### config.mk
export PLATFORM = sky130hd
export DESIGN_NAME = bus_grant_arbiter
export DESIGN_NICKNAME = d
export VERILOG_FILES = /design/src/rtl/bus_grant_arbiter_pkg.sv /design/src/rtl/bus_grant_arbiter_rr_pick.sv /design/src/rtl/bus_grant_arbiter.sv
export SDC_FILE = /design/constraint.sdc
export NUM_CORES = 1
export LEC_CHECK = 0
export BUFFER_PORTS_ARGS = -buffer_cell sky130_fd_sc_hd__buf_4
export CORE_MARGIN = 2
export CORE_UTILIZATION = 50
export CTS_CLUSTER_SIZE = 28
export DETAILED_ROUTE_END_ITERATION = 10
export PLACE_DENSITY_LB_ADDON = 0.15
export SLEW_MARGIN = 20
export SYNTH_ARGS = -nofsm -noshare
export SYNTH_HDL_FRONTEND = slang
export SYNTH_SLANG_ARGS = --single-unit
export TNS_END_PERCENT = 30
### constraint.sdc
create_clock -name clk -period 75 [get_ports clk]
set_clock_uncertainty 0.1 [all_clocks]
set_input_delay 7.5 -clock clk [delete_from_list [all_inputs] [get_ports clk]]
set_output_delay 7.5 -clock clk [all_outputs]
set_load 0.05 [all_outputs]
### src/rtl/bus_grant_arbiter_pkg.sv
// Shared definitions for the bus grant arbiter slice.
//   - FSM state encodings (IDLE / GRANT / TURN)
//   - Width of the grant word that feeds the 32-to-5 bus encoder
//   - Owner index width and the encoder "no driver" code
//   - Helper that builds a 32-bit one-hot grant word from an owner index
package bus_grant_arbiter_pkg;

    localparam int GRANT_W = 32;
    localparam int OWNER_W = 5;

    // Encoder code meaning "nobody drives the bus" (all-zero grant word).
    localparam logic [OWNER_W-1:0] NO_DRIVER = 5'd0;

    typedef enum logic [1:0] {
        ST_IDLE  = 2'd0,
        ST_GRANT = 2'd1,
        ST_TURN  = 2'd2
    } arb_state_t;

    // One-hot grant word; the shift is done at the full encoder width so
    // that no bit beyond the owner index can ever be produced.
    function automatic logic [GRANT_W-1:0] onehot_grant(input logic [OWNER_W-1:0] idx);
        onehot_grant = {{(GRANT_W-1){1'b0}}, 1'b1} << idx;
    endfunction

endpackage

### src/rtl/bus_grant_arbiter_rr_pick.sv
// Round-robin pick: combinational rotate-and-priority search.
// Returns the first set request at or above ptr, wrapping modulo NUM_SRC.
// Ports:
//   req   in  NUM_SRC  request vector
//   ptr   in  IDX_W    search start index (always < NUM_SRC)
//   idx   out IDX_W    index of the selected requester (0 when none)
//   found out 1        a requester was selected
module bus_grant_arbiter_rr_pick #(
    parameter int NUM_SRC = 23,
    parameter int IDX_W   = 5
) (
    input  logic [NUM_SRC-1:0] req,
    input  logic [IDX_W-1:0]   ptr,
    output logic [IDX_W-1:0]   idx,
    output logic               found
);

    // One spare bit so that k + NUM_SRC - ptr never overflows.
    logic [IDX_W:0] ptr_ext_s;
    logic [IDX_W:0] k_s;
    logic [IDX_W:0] dist_s;
    logic [IDX_W:0] best_s;

    assign ptr_ext_s = {1'b0, ptr};

    // Every source computes its rotated distance from ptr; the requesting
    // source with the smallest distance wins. Iterating over constant source
    // indices keeps all request-bit selects static.
    always_comb begin
        idx    = {IDX_W{1'b0}};
        found  = 1'b0;
        best_s = {(IDX_W+1){1'b1}};
        k_s    = {(IDX_W+1){1'b0}};
        dist_s = {(IDX_W+1){1'b0}};
        for (int k = 0; k < NUM_SRC; k++) begin
            k_s = (IDX_W+1)'(k);
            if (k_s >= ptr_ext_s) begin
                dist_s = k_s - ptr_ext_s;
            end else begin
                dist_s = k_s + (IDX_W+1)'(NUM_SRC) - ptr_ext_s;
            end
            if (req[k] && (dist_s < best_s)) begin
                best_s = dist_s;
                idx    = IDX_W'(k);
                found  = 1'b1;
            end else begin
                best_s = best_s;
            end
        end
    end

endmodule

### src/rtl/bus_grant_arbiter.sv
// Sequential round-robin bus arbiter feeding the 32-to-5 bus encoder.
// Grants one source at a time with a registered one-hot grant word, forces a
// release after MAX_HOLD cycles unless lock is held, and always inserts one
// dead (TURN) cycle between owners so two sources never drive the bus together.
// Parameters:
//   NUM_SRC   number of requesters (2..23), mapped to grant[NUM_SRC-1:0]
//   MAX_HOLD  max consecutive GRANT cycles before forced release (>=1)
//   CNT_W     hold counter width, 2**CNT_W >= MAX_HOLD
// Ports:
//   clk        in   1        system clock, rising edge
//   clr        in   1        asynchronous reset, active-low
//   req        in   NUM_SRC  per-source request, level-sensitive
//   lock       in   1        owner keeps the bus beyond MAX_HOLD while high
//   grant      out  32       registered one-hot (or zero) drive select
//   owner      out  5        granted source index, valid when gnt_valid=1
//   gnt_valid  out  1        grant is non-zero
//   timeout    out  1        one-cycle pulse (during TURN) after a forced release
module bus_grant_arbiter
    import bus_grant_arbiter_pkg::*;
#(
    parameter int NUM_SRC  = 23,
    parameter int MAX_HOLD = 4,
    parameter int CNT_W    = 3
) (
    input  logic                clk,
    input  logic                clr,
    input  logic [NUM_SRC-1:0]  req,
    input  logic                lock,
    output logic [GRANT_W-1:0]  grant,
    output logic [OWNER_W-1:0]  owner,
    output logic                gnt_valid,
    output logic                timeout
);

    arb_state_t          state_r;
    arb_state_t          state_nxt_s;

    logic [OWNER_W-1:0]  ptr_r;
    logic [CNT_W-1:0]    cnt_r;
    logic [GRANT_W-1:0]  grant_r;
    logic [OWNER_W-1:0]  owner_r;
    logic                gnt_valid_r;
    logic                timeout_r;

    logic [GRANT_W-1:0]  grant_d_s;
    logic [OWNER_W-1:0]  owner_d_s;
    logic                gnt_valid_d_s;
    logic                timeout_d_s;
    logic [OWNER_W-1:0]  ptr_d_s;
    logic [CNT_W-1:0]    cnt_d_s;

    logic [OWNER_W-1:0]  pick_idx_s;
    logic                pick_found_s;
    logic                owner_req_s;
    logic                hold_done_s;
    logic                force_rel_s;
    logic                release_s;

    bus_grant_arbiter_rr_pick #(
        .NUM_SRC (NUM_SRC),
        .IDX_W   (OWNER_W)
    ) u_rr_pick (
        .req   (req),
        .ptr   (ptr_r),
        .idx   (pick_idx_s),
        .found (pick_found_s)
    );

    // In GRANT the grant word is one-hot on the owner, so masking req with it
    // yields req[owner] without a variable-width bit select.
    assign owner_req_s = |(req & grant_r[NUM_SRC-1:0]);
    // ">=" rather than "==" so a lock that falls after the limit still releases.
    assign hold_done_s = (cnt_r >= CNT_W'(MAX_HOLD - 1));
    assign force_rel_s = owner_req_s && !lock && hold_done_s;
    assign release_s   = !owner_req_s || force_rel_s;

    // State register.
    always_ff @(posedge clk or negedge clr) begin
        if (!clr) begin
            state_r <= ST_IDLE;
        end else begin
            state_r <= state_nxt_s;
        end
    end

    // Next-state logic.
    always_comb begin
        state_nxt_s = state_r;
        case (state_r)
            ST_IDLE: begin
                if (pick_found_s) begin
                    state_nxt_s = ST_GRANT;
                end else begin
                    state_nxt_s = ST_IDLE;
                end
            end
            ST_GRANT: begin
                if (release_s) begin
                    state_nxt_s = ST_TURN;
                end else begin
                    state_nxt_s = ST_GRANT;
                end
            end
            ST_TURN: begin
                if (pick_found_s) begin
                    state_nxt_s = ST_GRANT;
                end else begin
                    state_nxt_s = ST_IDLE;
                end
            end
            default: begin
                state_nxt_s = ST_IDLE;
            end
        endcase
    end

    // Output / datapath next values; owner is left untouched outside GRANT
    // since it is only meaningful while gnt_valid is high.
    always_comb begin
        grant_d_s     = grant_r;
        owner_d_s     = owner_r;
        gnt_valid_d_s = gnt_valid_r;
        timeout_d_s   = 1'b0;
        ptr_d_s       = ptr_r;
        cnt_d_s       = cnt_r;
        case (state_r)
            ST_IDLE, ST_TURN: begin
                if (pick_found_s) begin
                    grant_d_s     = onehot_grant(pick_idx_s);
                    owner_d_s     = pick_idx_s;
                    gnt_valid_d_s = 1'b1;
                    cnt_d_s       = {CNT_W{1'b0}};
                end else begin
                    grant_d_s     = {GRANT_W{1'b0}};
                    gnt_valid_d_s = 1'b0;
                end
            end
            ST_GRANT: begin
                if (release_s) begin
                    grant_d_s     = {GRANT_W{1'b0}};
                    gnt_valid_d_s = 1'b0;
                    timeout_d_s   = force_rel_s;
                    // Pointer moves past the releasing owner, wrapping at NUM_SRC.
                    if (owner_r == OWNER_W'(NUM_SRC - 1)) begin
                        ptr_d_s = {OWNER_W{1'b0}};
                    end else begin
                        ptr_d_s = owner_r + 5'd1;
                    end
                end else begin
                    if (cnt_r != {CNT_W{1'b1}}) begin
                        cnt_d_s = cnt_r + {{(CNT_W-1){1'b0}}, 1'b1};
                    end else begin
                        cnt_d_s = cnt_r;
                    end
                end
            end
            default: begin
                grant_d_s     = {GRANT_W{1'b0}};
                gnt_valid_d_s = 1'b0;
            end
        endcase
    end

    // Registered outputs, round-robin pointer and hold counter.
    always_ff @(posedge clk or negedge clr) begin
        if (!clr) begin
            grant_r     <= {GRANT_W{1'b0}};
            owner_r     <= NO_DRIVER;
            gnt_valid_r <= 1'b0;
            timeout_r   <= 1'b0;
            ptr_r       <= {OWNER_W{1'b0}};
            cnt_r       <= {CNT_W{1'b0}};
        end else begin
            grant_r     <= grant_d_s;
            owner_r     <= owner_d_s;
            gnt_valid_r <= gnt_valid_d_s;
            timeout_r   <= timeout_d_s;
            ptr_r       <= ptr_d_s;
            cnt_r       <= cnt_d_s;
        end
    end

    assign grant     = grant_r;
    assign owner     = owner_r;
    assign gnt_valid = gnt_valid_r;
    assign timeout   = timeout_r;

endmodule

==> metrics.md <==
| Metric | Value |
|---|---|
| Final setup viols | 0 |
| GRT Total Usage | 33.03% |
| Clock latency on the worst-skew pair | roughly 300 ps |
| Fill count | 2435 |
| Crit path from | req[0] |
| # H-tree levels | 2 |
| CP dominant cell by count | ha_1 |
| CP peak stage delay | about 590 ps |
| Routability cong. | between 1 and 1.5 |
| Post_cts resized | 0 |
| Count leader, synth | nand2_1 |
| Mean post-synth cell area | approximately 7.4 um2 |
| Clock Path Buffers | 2 |
| Share of layout cells above drive strength 1 | 13.04% |
| Post-DP HPWL | between 30000 and 40000 um |
| Worst-path clk slew | roughly 60 ps |
| Sequential share of the synthesized area | between 10% and 20% |
| Clk sink count | 49 |
| Post-route minimum period | between 40000 and 50000 ps |
| Post-route DRC | 0 |
| Top cells by count, synth | nand2_1 (168), nor2_1 (143), a21oi_1 (129), o21ai_0 (102), ha_1 (85) |
| WP data arrival | roughly 46000 ps |
| Slowest cell on the critical path | o21ai_2 |
| Ys flop type | dfrtp_1 |
| CTS tree | yes |
| DIE AREA | about 26000 um2 |
| Synth-to-layout area growth | 6.378% |
| Root buffer cell | clkbuf_16 |
| Max-Cap Viols | 0 |
| Synth async-reset ratio | 100.0% |
| Hold depth | 1 |
| Library cells used by synthesis | 125 |
| Mapped Nets | roughly 1.8k |
| Hold_buf cts | 0 |
| Worst slew margin | 33.33% |
| Hold Crit Class | reg2reg |
| Total gr overflow | 0 |
| Worst path depth | 174 |
| Pre-antenna DRT Iters | 6 |
| First-pass GRT wire length | between 60000 and 70000 um |
| Antenna diodes | 0 |
| Share of the synthesized area in the top cell type | 10.05% |
| Worst-path fanout max | 17 |
| Worst-Margin Slew | roughly 1000 ps |
| Synthesized area | between 10000 and 15000 um2 |
| RSZ-0062 raised after global routing | no |
| Startpoint Class | input pin |
| Max-slew violation count | 0 |
| Routed len/inst | ~22 um |
| Drt total wl | between 40000 and 50000 um |
| Row cnt | 57 |
| Fmax | approximately 0.022 GHz |
| Largest net degree at the start of global routing | between 50 and 60 |
| DRT iter0 DRCs | ~1.4k |
| Final worst-path cycle share | about three fifths |
| Worst R2R Path Depth | 179 |
| Worst R2R Start | ptr_r[1] |
| Initial Util | between 50% and 60% |
| Number of setup buffers added after CTS | 0 |
| Buffers on Ports | 64 |
| Core footprint | around 24000 um2 |
| Antenna violations before repair | 2 |
| Total CTS buffers | 5 |
| Delay-heaviest family, CP | compound AO/OA/AOI/OAI gates |
| Setup crit end kind | flip-flop |
| WP data required | 75080 ps |
| Setup CP Type | in2reg |
| Nets | around 1.8k |
| Number of global-route vias before repair | 12.27k |
| Die H | approximately 160 um |
| Seq cells post-synth | between 40 and 50 |
| # IOs | between 60 and 70 |
| Die Wd | 160.2 um |
| Syn Inst Count | ~1.7k |
| Synth top area cells | dfrtp_1 (10%), ha_1 (8.7%), mux2i_1 (6.2%), xnor2_1 (5.5%), a21oi_1 (5.3%) |
| CP bufs+invs | 8 |
| Leading area contributor after synthesis | dfrtp_1 |
| Final hold vios | 0 |
| Number of synthesized flops with an enable pin | 0 |
| Status | complete, no violations |
| Via count | ~13k |
| Worst hold start | gnt_valid |
| Antenna-violating nets left | 0 |
| Synth warn | 0 |
| DR vias/cell | ~6.7 |
| Setup TNS | 0 ps |
routing by layer:
layer  up-vias  GRT usage [%]  wire (um)
met4         0          10.73       1431
met3        87          3.299       3425
li1       6275              -          -
met2       582          54.45      19970
met1      6378          45.37      19150
met5         -              0          0
flip-flops by register name (all words and copies together) (netlist names):
signal     count
grant         32
cnt_r          3
owner          5
state_r        2
ptr_r          5
gnt_valid      1
timeout        1
kinds of logic (layout without fill, tap and decap cells):
kind of cell	Yosys count	count (layout)	share of synthesized area (%)
flip-flops	49	49	10.05
AND/OR/NAND/NOR	566	566	22.85
AO/OA/AOI/OAI	600	600	36.59
buffers and inverters	148	159	5.188
multiplexers	117	117	10.18
XOR/XNOR	85	85	6.162
adder cells (fa/ha/maj)	88	88	8.972
worst paths after layout:
kind / to / slack [ps]
setup / recovery: grant[17] / 28690
hold / removal: gnt_valid / 400
setup reg to reg: grant[17] / 33050
hold reg to reg: gnt_valid / 400
max in group asynchronous: ptr_r[0] / 67250
min in group asynchronous: grant[9] / 7120
stage by stage:
stage,setup WS [ps],utilization [%],hold WS (ps),instance area [um2],std cells
global route,25080,53.85,423.9,12980,1988
global placement,29930,53.25,370.9,12840,1980
floorplan,34160,-,436.2,12200,1653
detailed placement,29150,53.25,389.3,12840,1980
finish,28690,53.85,399.6,12980,1988
CTS,29310,53.85,407.5,12980,1988
area by class of cell:
type | instances | area [um2] | share of cell area [%]
flip-flops and latches | 49 | 1227 | 9.455
repair buffers | 78 | 585.6 | 4.511
clock buffers | 6 | 128.9 | 0.9928
inverters | 73 | 274.0 | 2.111
clock inverters | 2 | 16.27 | 0.1253
well taps | 324 | 405.4 | 3.123
multi-input cells | 1456 | 10340 | 79.68
cells in the final DEF, fill, tap and decap left out, types with 34 or more instances in the layout:
| cell type | count |
|---|---|
| inv_1 | 68 |
| ha_1 | 85 |
| nor2_1 | 143 |
| nand2b_1 | 37 |
| o21ai_0 | 102 |
| a21oi_1 | 129 |
| nor3_1 | 34 |
| nand2_1 | 168 |
| mux2i_1 | 75 |
| nand3_1 | 46 |
| dfrtp_1 | 48 |
| buf_4 | 78 |
| xnor2_1 | 77 |
Power is left out: the tool's default activity adds up to more than one toggle a clock period on the data nets, which glitch-free logic cannot reach.
